--- config.mk ---
export PLATFORM = sky130hd
export DESIGN_NAME = branch_redirect_ctrl_flat
export DESIGN_NICKNAME = d
export VERILOG_FILES = /design/src/rtl/branch_redirect_ctrl_if.sv /design/src/rtl/branch_redirect_ctrl.sv /design/src/flat_wrapper.sv
export SDC_FILE = /design/constraint.sdc
export NUM_CORES = 1
export LEC_CHECK = 0
export ABC_AREA = 1
export ABC_CLOCK_PERIOD_IN_PS = 1700
export BUFFER_PORTS_ARGS = -buffer_cell sky130_fd_sc_hd__buf_2
export CAP_MARGIN = 20
export CORE_MARGIN = 2
export CORE_UTILIZATION = 47
export CTS_BUF_LIST = sky130_fd_sc_hd__clkbuf_8 sky130_fd_sc_hd__clkbuf_16
export DETAILED_ROUTE_END_ITERATION = 12
export PLACE_DENSITY = 0.78
export SLEW_MARGIN = 40
export SYNTH_ARGS = -nofsm -noshare
export SYNTH_HDL_FRONTEND = slang
export SYNTH_SLANG_ARGS = --single-unit
--- constraint.sdc ---
create_clock -name i_CLK -period 1.7 [get_ports i_CLK]
set_clock_uncertainty 0.15 [all_clocks]
set_input_delay 0.17 -clock i_CLK [delete_from_list [all_inputs] [get_ports i_CLK]]
set_output_delay 0.17 -clock i_CLK [all_outputs]
set_load 0.02 [all_outputs]
--- src/rtl/branch_redirect_ctrl_if.sv ---
// Redirect handshake bundle between the EX-stage redirect controller and its
// surroundings (branch decision in, fetch redirect and pipeline control out).
interface branch_redirect_ctrl_if #(
    parameter int XLEN  = 32,
    parameter int CNT_W = 16
);
    logic              i_Valid;
    logic              i_DoBranch;
    logic              i_Jump;
    logic [XLEN-1:0]   i_Target;
    logic              i_Stall;
    logic              i_Redirect_ack;
    logic              o_Redirect_req;
    logic [XLEN-1:0]   o_PC_target;
    logic              o_Flush;
    logic              o_Busy;
    logic              o_Misaligned;
    logic [CNT_W-1:0]  o_Redirects;

    modport master (
        output i_Valid, i_DoBranch, i_Jump, i_Target, i_Stall, i_Redirect_ack,
        input  o_Redirect_req, o_PC_target, o_Flush, o_Busy, o_Misaligned, o_Redirects
    );

    modport slave (
        input  i_Valid, i_DoBranch, i_Jump, i_Target, i_Stall, i_Redirect_ack,
        output o_Redirect_req, o_PC_target, o_Flush, o_Busy, o_Misaligned, o_Redirects
    );
endinterface

--- src/rtl/branch_redirect_ctrl.sv ---
// Sequences a taken-branch/jump redirect to fetch: request handshake, IF/ID
// squash over the handshake plus one drain cycle, misalignment flag, counter.
module branch_redirect_ctrl #(
    parameter int XLEN  = 32,
    parameter int CNT_W = 16
) (
    input  logic                  i_CLK,
    input  logic                  i_RSTn,
    branch_redirect_ctrl_if.slave bus
);

    typedef enum logic [1:0] {
        IDLE     = 2'b00,
        REDIRECT = 2'b01,
        DRAIN    = 2'b10
    } state_t;

    state_t            state_r;
    logic              req_r;
    logic              flush_r;
    logic              busy_r;
    logic              misaligned_r;
    logic [XLEN-1:0]   pc_target_r;
    logic [CNT_W-1:0]  redirects_r;

    logic              trigger_s;
    logic              aligned_s;

    function automatic logic is_word_aligned(input logic [XLEN-1:0] addr);
        return (addr[1:0] == 2'b00);
    endfunction

    // Trigger qualification and target alignment decode.
    always_comb begin
        trigger_s = 1'b0;
        aligned_s = 1'b0;
        if (bus.i_Valid && (bus.i_DoBranch || bus.i_Jump) && !bus.i_Stall) begin
            trigger_s = 1'b1;
        end else begin
            trigger_s = 1'b0;
        end
        aligned_s = is_word_aligned(bus.i_Target);
    end

    // Redirect FSM with registered handshake/pipeline-control outputs.
    always_ff @(posedge i_CLK or negedge i_RSTn) begin
        if (!i_RSTn) begin
            state_r      <= IDLE;
            req_r        <= 1'b0;
            flush_r      <= 1'b0;
            busy_r       <= 1'b0;
            misaligned_r <= 1'b0;
            pc_target_r  <= {XLEN{1'b0}};
            redirects_r  <= {CNT_W{1'b0}};
        end else begin
            misaligned_r <= 1'b0;
            case (state_r)
                IDLE: begin
                    if (trigger_s && aligned_s) begin
                        pc_target_r <= bus.i_Target;
                        state_r     <= REDIRECT;
                        req_r       <= 1'b1;
                        flush_r     <= 1'b1;
                        busy_r      <= 1'b1;
                    end else if (trigger_s) begin
                        misaligned_r <= 1'b1;
                    end else begin
                        state_r <= IDLE;
                    end
                end
                REDIRECT: begin
                    // Ack only counts while the request is actually up.
                    if (req_r && bus.i_Redirect_ack) begin
                        redirects_r <= redirects_r + {{(CNT_W-1){1'b0}}, 1'b1};
                        state_r     <= DRAIN;
                        req_r       <= 1'b0;
                    end else begin
                        state_r <= REDIRECT;
                    end
                end
                DRAIN: begin
                    state_r <= IDLE;
                    flush_r <= 1'b0;
                    busy_r  <= 1'b0;
                end
                default: begin
                    state_r <= IDLE;
                    req_r   <= 1'b0;
                    flush_r <= 1'b0;
                    busy_r  <= 1'b0;
                end
            endcase
        end
    end

    assign bus.o_Redirect_req = req_r;
    assign bus.o_PC_target    = pc_target_r;
    assign bus.o_Flush        = flush_r;
    assign bus.o_Busy         = busy_r;
    assign bus.o_Misaligned   = misaligned_r;
    assign bus.o_Redirects    = redirects_r;

endmodule

--- src/flat_wrapper.sv ---
// flat-port wrapper written by rule: the top's interface ports become plain ports
module branch_redirect_ctrl_flat 
#(
    parameter int XLEN  = 32,
    parameter int CNT_W = 16
)
  (i_CLK, i_RSTn, bus_i_Valid, bus_i_DoBranch, bus_i_Jump, bus_i_Target, bus_i_Stall, bus_i_Redirect_ack, bus_o_Redirect_req, bus_o_PC_target, bus_o_Flush, bus_o_Busy, bus_o_Misaligned, bus_o_Redirects);
  branch_redirect_ctrl_if #(.XLEN(XLEN), .CNT_W(CNT_W)) bus_i ();
  input  logic i_CLK;
  input  logic i_RSTn;
  input wire logic [$bits(bus_i.i_Valid)-1:0] bus_i_Valid;
  input wire logic [$bits(bus_i.i_DoBranch)-1:0] bus_i_DoBranch;
  input wire logic [$bits(bus_i.i_Jump)-1:0] bus_i_Jump;
  input wire logic [$bits(bus_i.i_Target)-1:0] bus_i_Target;
  input wire logic [$bits(bus_i.i_Stall)-1:0] bus_i_Stall;
  input wire logic [$bits(bus_i.i_Redirect_ack)-1:0] bus_i_Redirect_ack;
  output wire logic [$bits(bus_i.o_Redirect_req)-1:0] bus_o_Redirect_req;
  output wire logic [$bits(bus_i.o_PC_target)-1:0] bus_o_PC_target;
  output wire logic [$bits(bus_i.o_Flush)-1:0] bus_o_Flush;
  output wire logic [$bits(bus_i.o_Busy)-1:0] bus_o_Busy;
  output wire logic [$bits(bus_i.o_Misaligned)-1:0] bus_o_Misaligned;
  output wire logic [$bits(bus_i.o_Redirects)-1:0] bus_o_Redirects;
  assign bus_i.i_Valid = bus_i_Valid;
  assign bus_i.i_DoBranch = bus_i_DoBranch;
  assign bus_i.i_Jump = bus_i_Jump;
  assign bus_i.i_Target = bus_i_Target;
  assign bus_i.i_Stall = bus_i_Stall;
  assign bus_i.i_Redirect_ack = bus_i_Redirect_ack;
  assign bus_o_Redirect_req = bus_i.o_Redirect_req;
  assign bus_o_PC_target = bus_i.o_PC_target;
  assign bus_o_Flush = bus_i.o_Flush;
  assign bus_o_Busy = bus_i.o_Busy;
  assign bus_o_Misaligned = bus_i.o_Misaligned;
  assign bus_o_Redirects = bus_i.o_Redirects;
  branch_redirect_ctrl #(.XLEN(XLEN), .CNT_W(CNT_W)) u_core (.i_CLK(i_CLK), .i_RSTn(i_RSTn), .bus(bus_i));
endmodule
==> results of run 1 <==
critical path, cell delays in order:
cell and delay (ns):
dlygate4sd3_1 0.54, buf_2 0.13, nor3b_2 0.23, nand3_2 0.11, clkinv_2 0.18, buf_12 0.17, nand2_1 0.07, nand2_1 0.07
final timing paths:
path,depth (start not counted),slack (ns),end
setup / recovery,8,0.1,u_core.bus.o_PC_target[18]
hold / removal,4,0.07,u_core.bus.o_Redirect_req
setup reg to reg,8,0.11,u_core.bus.o_PC_target[18]
hold reg to reg,2,0.33,u_core.bus.o_PC_target[9]
max in group asynchronous,3,0.93,u_core.bus.o_PC_target[28]
min in group asynchronous,3,0.24,u_core.bus.o_Redirects[15]
flip-flops by register name, indices dropped and copies added (netlist names):
| register | flops |
|---|---|
| u_core.bus.o_Flush | 1 |
| u_core.state_r | 2 |
| u_core.bus.o_Misaligned | 1 |
| u_core.bus.o_Redirect_req | 1 |
| u_core.bus.o_Redirects | 16 |
| u_core.bus.o_PC_target | 32 |
metrics by stage:
| step | setup WS [ns] | hold WS, ns | std cells | power [mW] | utilization |
|---|---|---|---|---|---|
| floorplan | 0.0707 | -0.276 | 254 | 2.82 | - |
| global placement | 0.154 | 0.0333 | 395 | 3.35 | 0.594 |
| detailed placement | 0.0931 | 0.0342 | 395 | 3.40 | 0.594 |
| CTS | 0.0626 | 0.0623 | 437 | 4.22 | 0.688 |
| global route | 0.0141 | 0.0877 | 438 | 4.49 | 0.690 |
| finish | 0.0977 | 0.0724 | 438 | 4.21 | 0.690 |
power by group:
| group | switching [mW] | internal, mW |
|---|---|---|
| Sequential | 0.255 | 1.65 |
| Combinational | 0.979 | 0.571 |
| Clock | 0.386 | 0.369 |
layer usage:
| layer | global-route usage | routed length, µm |
|---|---|---|
| met5 | 0 | 0 |
| met4 | 0.0949 | 172 |
| met3 | 0.0316 | 235 |
| met2 | 0.375 | 2790 |
| met1 | 0.260 | 2260 |
cell families after synthesis:
kind of cell             synth area share
AO/OA/AOI/OAI                     0.00660
XOR/XNOR                           0.0462
adder cells (fa/ha/maj)           0.00550
buffers and inverters              0.0583
flip-flops                          0.583
AND/OR/NAND/NOR                     0.300
placed cells by master, fill, tap and decap left out:
cell type      instances
clkbuf_8               7
o21ai_0                3
dfrtp_1               53
xnor2_1                2
nor3b_2                1
nand3_1                5
or2_2                  1
nor3_1                 1
nand4_1                3
clkinv_2               2
inv_2                  2
buf_2                 90
buf_4                  3
dlygate4sd3_1         34
nor2_2                 2
nor2_1                18
nand2_2               12
nand2_1              112
nand3_2                2
xor2_1                10
buf_12                 2
nor2_4                 2
inv_1                 16
ha_1                   1
cell type report:
cell class	count	area, µm²
timing repair buffer	129	853
multi-input combinational	175	818
clock buffer	7	96.3
inverter	19	72.6
clock inverter	1	5.00
tap	54	67.6
sequential	53	1330
fill	363	1450
repair_timing:
action                                 in CTS  in global routing
hold buffers                               34                  0
endpoints found under the hold margin      84                  0
setup buffers                               0                  1
setup endpoints to repair                   0                  1
resized for setup                           0                  1
==> results.ini, run 1 <==
[route]
drt_iter0_drc=128
vias=2065
drt-total-wl_um=5460
detail_route.vias_per_cell=4.71
wl_per_cell_um=12.5
ant_nets=0
drc=0
first_pass_iters=4

[timing]
rsz0062_at_grt=false
tns_ns=0
finalSetupViolations=0
report.final.hold_viol_count=0
period_needed_ns=1.60
tightest_slew_ns=0.343
min_period_over_period=0.943
fmax_mhz=624
relSlewSlack=0.772
drv_slew=0

[synthesis]
synth.top_cell.area_share=0.583
netlist_area_um2=2270
synth_most_common_cell=nand2_1
syn_area_per_cell_um2=8.96
syn_inst=254
netlist_top_cells_count=nand2_1 (112), dfrtp_1 (53), nor2_1 (19), inv_1 (16), nand2_2 (12)
ys_seq_elements=53
ys.flop_type=dfrtp_1
synth_fp_nets=294
synth.area.top_cells=dfrtp_1 (58%), nand2_1 (18%), xor2_1 (3.9%), nand2_2 (3.3%), nor2_1 (3.1%)
yosys.cell_types.count=23
yosysWarnings=0
async_reset_ff_frac=1.00
yosys.area.top_type=dfrtp_1
synth-seq-area-share=0.583
synth_edf_count=0

[run_status]
outcome=completed

[global_routing]
grt_pass1_vias=2078
antenna_found_initial=0
grt.overflow.total=0
grt_pass1_wl_um=9000
groute.usage.overall=0.214
grt_max_degree=54

[clock_tree]
root_buffer=clkbuf_8
htree_levels=2
clk_latency_ns=0.30
cts_buffer_depth=2
clkTransAtPathRegs_ns=0.09
cts.sinks=53
tritoncts=done
cts_inserted_buffers=5

[layout]
area.growth.synth_to_final_pct=42.4
diodes=0
fin_area_um2=3240
final_nets=423
drive_gt1_frac=0.328

[power]
p_per_area_nw_per_um2=1300
p_leak_nw=1.85
ir_drop_v=0.000862

[min_path]
hp-class=input pin to flop
min_from=bus_i_Redirect_ack

[floorplan]
initial_core_util=0.485
rows=25
io_pins=91
die_area_um2=5410
chipHeight_um=73.6
core_area_um2=4690
die_x_um=73.6

[place]
port-buffer-count=90
gp_congestion=0.822
dpl.hpwl_um=3440
place_area_um2=2790

[worst_setup_path]
path_max_fanout=14
crit-reg2reg-launch=u_core.state_r[1]
start_kind=input pin
worstSetupEndpointType=flop
required_ns=1.79
critPathKind=input pin to flop
startpoint=bus_i_Stall
crit_arrival_ns=1.69

[job]
timing.max_cap.violations=0

(Power assumes the default switching activity.)
==> run 2: changes to the inputs <==
BUFFER_PORTS_ARGS = unset   (was -buffer_cell sky130_fd_sc_hd__buf_2)
CTS_CLUSTER_DIAMETER = 30   (was unset)
DONT_BUFFER_PORTS = 1   (was unset)
PLACE_DENSITY = unset   (was 0.78)
==> results.ini, run 2 (synthesis results as in run 1) <==
[timing]
min_period_over_period=0.948  ; +0.00536
rsz0062_at_grt=true
tightest_slew_ns=0.389  ; +0.0466 ns
whs_ns=0.166  ; +0.0939 ns
fmax_mhz=621  ; -0.57%
report.final.hold_viol_count=0  ; unchanged
period_needed_ns=1.61  ; +0.00911 ns
fin_ws_ns=0.0886  ; -0.00911 ns
relSlewSlack=0.740  ; -0.0310
tns_ns=0  ; unchanged
drv_slew=0  ; unchanged
finalSetupViolations=0  ; unchanged

[global_routing]
grt_pass1_wl_um=7940  ; -12%
antenna_found_initial=0  ; unchanged
grt_pass1_vias=1810  ; -13%
grt.overflow.total=0  ; unchanged
grt_max_degree=54  ; unchanged
groute.usage.overall=0.193  ; -0.0215

[worst_setup_path]
worstSetupEndpointType=flop
cpMostUsedCell=nand2_1
start_kind=flop
path_cells=inv_2 > nand2_1 > nor3b_2 > nand3_2 > clkinv_2 > buf_12 > nand2_2 > nand2_1
path_max_fanout=23  ; +9
required_ns=1.79  ; about the same
r2r.worst_path.cells=8  ; unchanged
critPathKind=flop to flop
path_depth=8  ; unchanged
max_stage_delay_ns=0.41  ; -0.13 ns
critPathBufInv=3  ; -1
crit_arrival_ns=1.70  ; about the same
cp_top_family=simple AND/OR/NAND/NOR gates
cpMaxStageDelayCell=dfrtp_1

[route]
detail_route.vias_per_cell=4.88  ; +3.5%
drc=0  ; unchanged
top_layer=met4
ant_nets=0  ; unchanged
drt_iter0_drc=86  ; -33%
drt-met1-wl_um=1960  ; -13%
wl_per_cell_um=13.3  ; +7.1%
dr_wl_met3_um=359  ; +53%
wl_met2_um=2400  ; -14%
drt-total-wl_um=4830  ; -12%
vias=1766  ; -14%
first_pass_iters=4  ; unchanged

[layout]
final_nets=347  ; -18%
stdcell_count=362  ; -17%
final_cell_mix=nand2_1 (112), dfrtp_1 (53), dlygate4sd3_1 (37)
fill_cells=394  ; +8.5%
largest_reg_flops=32  ; unchanged
drive_gt1_frac=0.146  ; -0.182
final_common_cell=nand2_1
utilization=0.621  ; -0.0699
area.growth.synth_to_final_pct=28.0
diodes=0  ; unchanged
fin_area_um2=2910  ; -10%

[clock_tree]
htree_levels=2  ; unchanged
tritoncts=done
clkTransAtPathRegs_ns=0.09  ; about the same
clk_latency_ns=0.30  ; about the same
root_buffer=clkbuf_8
cts_buffer_depth=2  ; unchanged
post_cts_buffers=0  ; unchanged
cts_inserted_buffers=5  ; unchanged
cts.sinks=53  ; unchanged

[min_path]
hp-class=input pin to flop
min_delay_path_depth=5  ; +1

[floorplan]
io_pins=91  ; unchanged
die_x_um=73.6  ; unchanged
initial_core_util=0.485  ; unchanged
core_area_um2=4690  ; unchanged
chipHeight_um=73.6  ; unchanged
die_area_um2=5410  ; unchanged
rows=25  ; unchanged

[power]
p_leak_nw=1.55  ; -16%
p_per_area_nw_per_um2=1330  ; +2.1%
ir_drop_v=0.000681  ; -21%
finalPower_mw=3.87  ; -8.2%

[place]
dp_cells=315  ; -20%
port-buffer-count=0  ; -100%
dpl.hpwl_um=3090  ; -10%
place_area_um2=2400  ; -14%
gp_congestion=0.788  ; -4.1%
dp_worst_setup_slack_ns=0.138  ; +0.0445 ns

[run_status]
outcome=completed

[job]
timing.max_cap.violations=0  ; unchanged

[run 2: layout make-up]
class | count | area (µm²) | area share
multi-input combinational | 175 | 816 | 0.280
timing repair buffer | 53 | 528 | 0.181
inverter | 19 | 72.6 | 0.0249
clock buffer | 7 | 96.3 | 0.0331
tap | 54 | 67.6 | 0.0232
clock inverter | 1 | 5.00 | 0.00172
sequential | 53 | 1330 | 0.456
[run 2: tightest hold or removal path, delay by kind of cell]
kind,cells,cell delay [ns]
and+or+nand+nor,4,0.25
buffers and inverters,1,0.16
[run 2: power by group]
part / leakage [nW] / total (mW) / switching [mW] / internal, mW
clock: 0.0542 / 0.753 / 0.385 / 0.368
combinational: 0.824 / 0.725 / 0.400 / 0.325
sequential: 0.671 / 2.39 / 0.738 / 1.65
[run 2: worst paths after layout]
| kind | startpoint | end | slack, ns |
|---|---|---|---|
| max | u_core.state_r[1] | u_core.bus.o_PC_target[17] | 0.09 |
| min | bus_i_Target[1] | u_core.bus.o_PC_target[9] | 0.17 |
| min in group asynchronous | i_RSTn | u_core.bus.o_PC_target[1] | 0.24 |
| min reg2reg | u_core.bus.o_Redirects[8] | u_core.bus.o_Redirects[8] | 0.38 |
| max reg2reg | u_core.state_r[1] | u_core.bus.o_PC_target[17] | 0.09 |
| max in group asynchronous | i_RSTn | u_core.bus.o_PC_target[9] | 0.94 |
[run 2: timing repair]
item	4_1_cts	5_1_grt
resized for setup	0	1
hold buffers	39	0
endpoints found under the setup margin	0	1
endpoints found under the hold margin	86	0
[run 2: layer usage]
layer  GRT usage  vias to the layer above
met1       0.216                      810
met4      0.0707                        0
met3      0.0713                       14
met5           0                        -
met2       0.333                       74
li1            -                      868
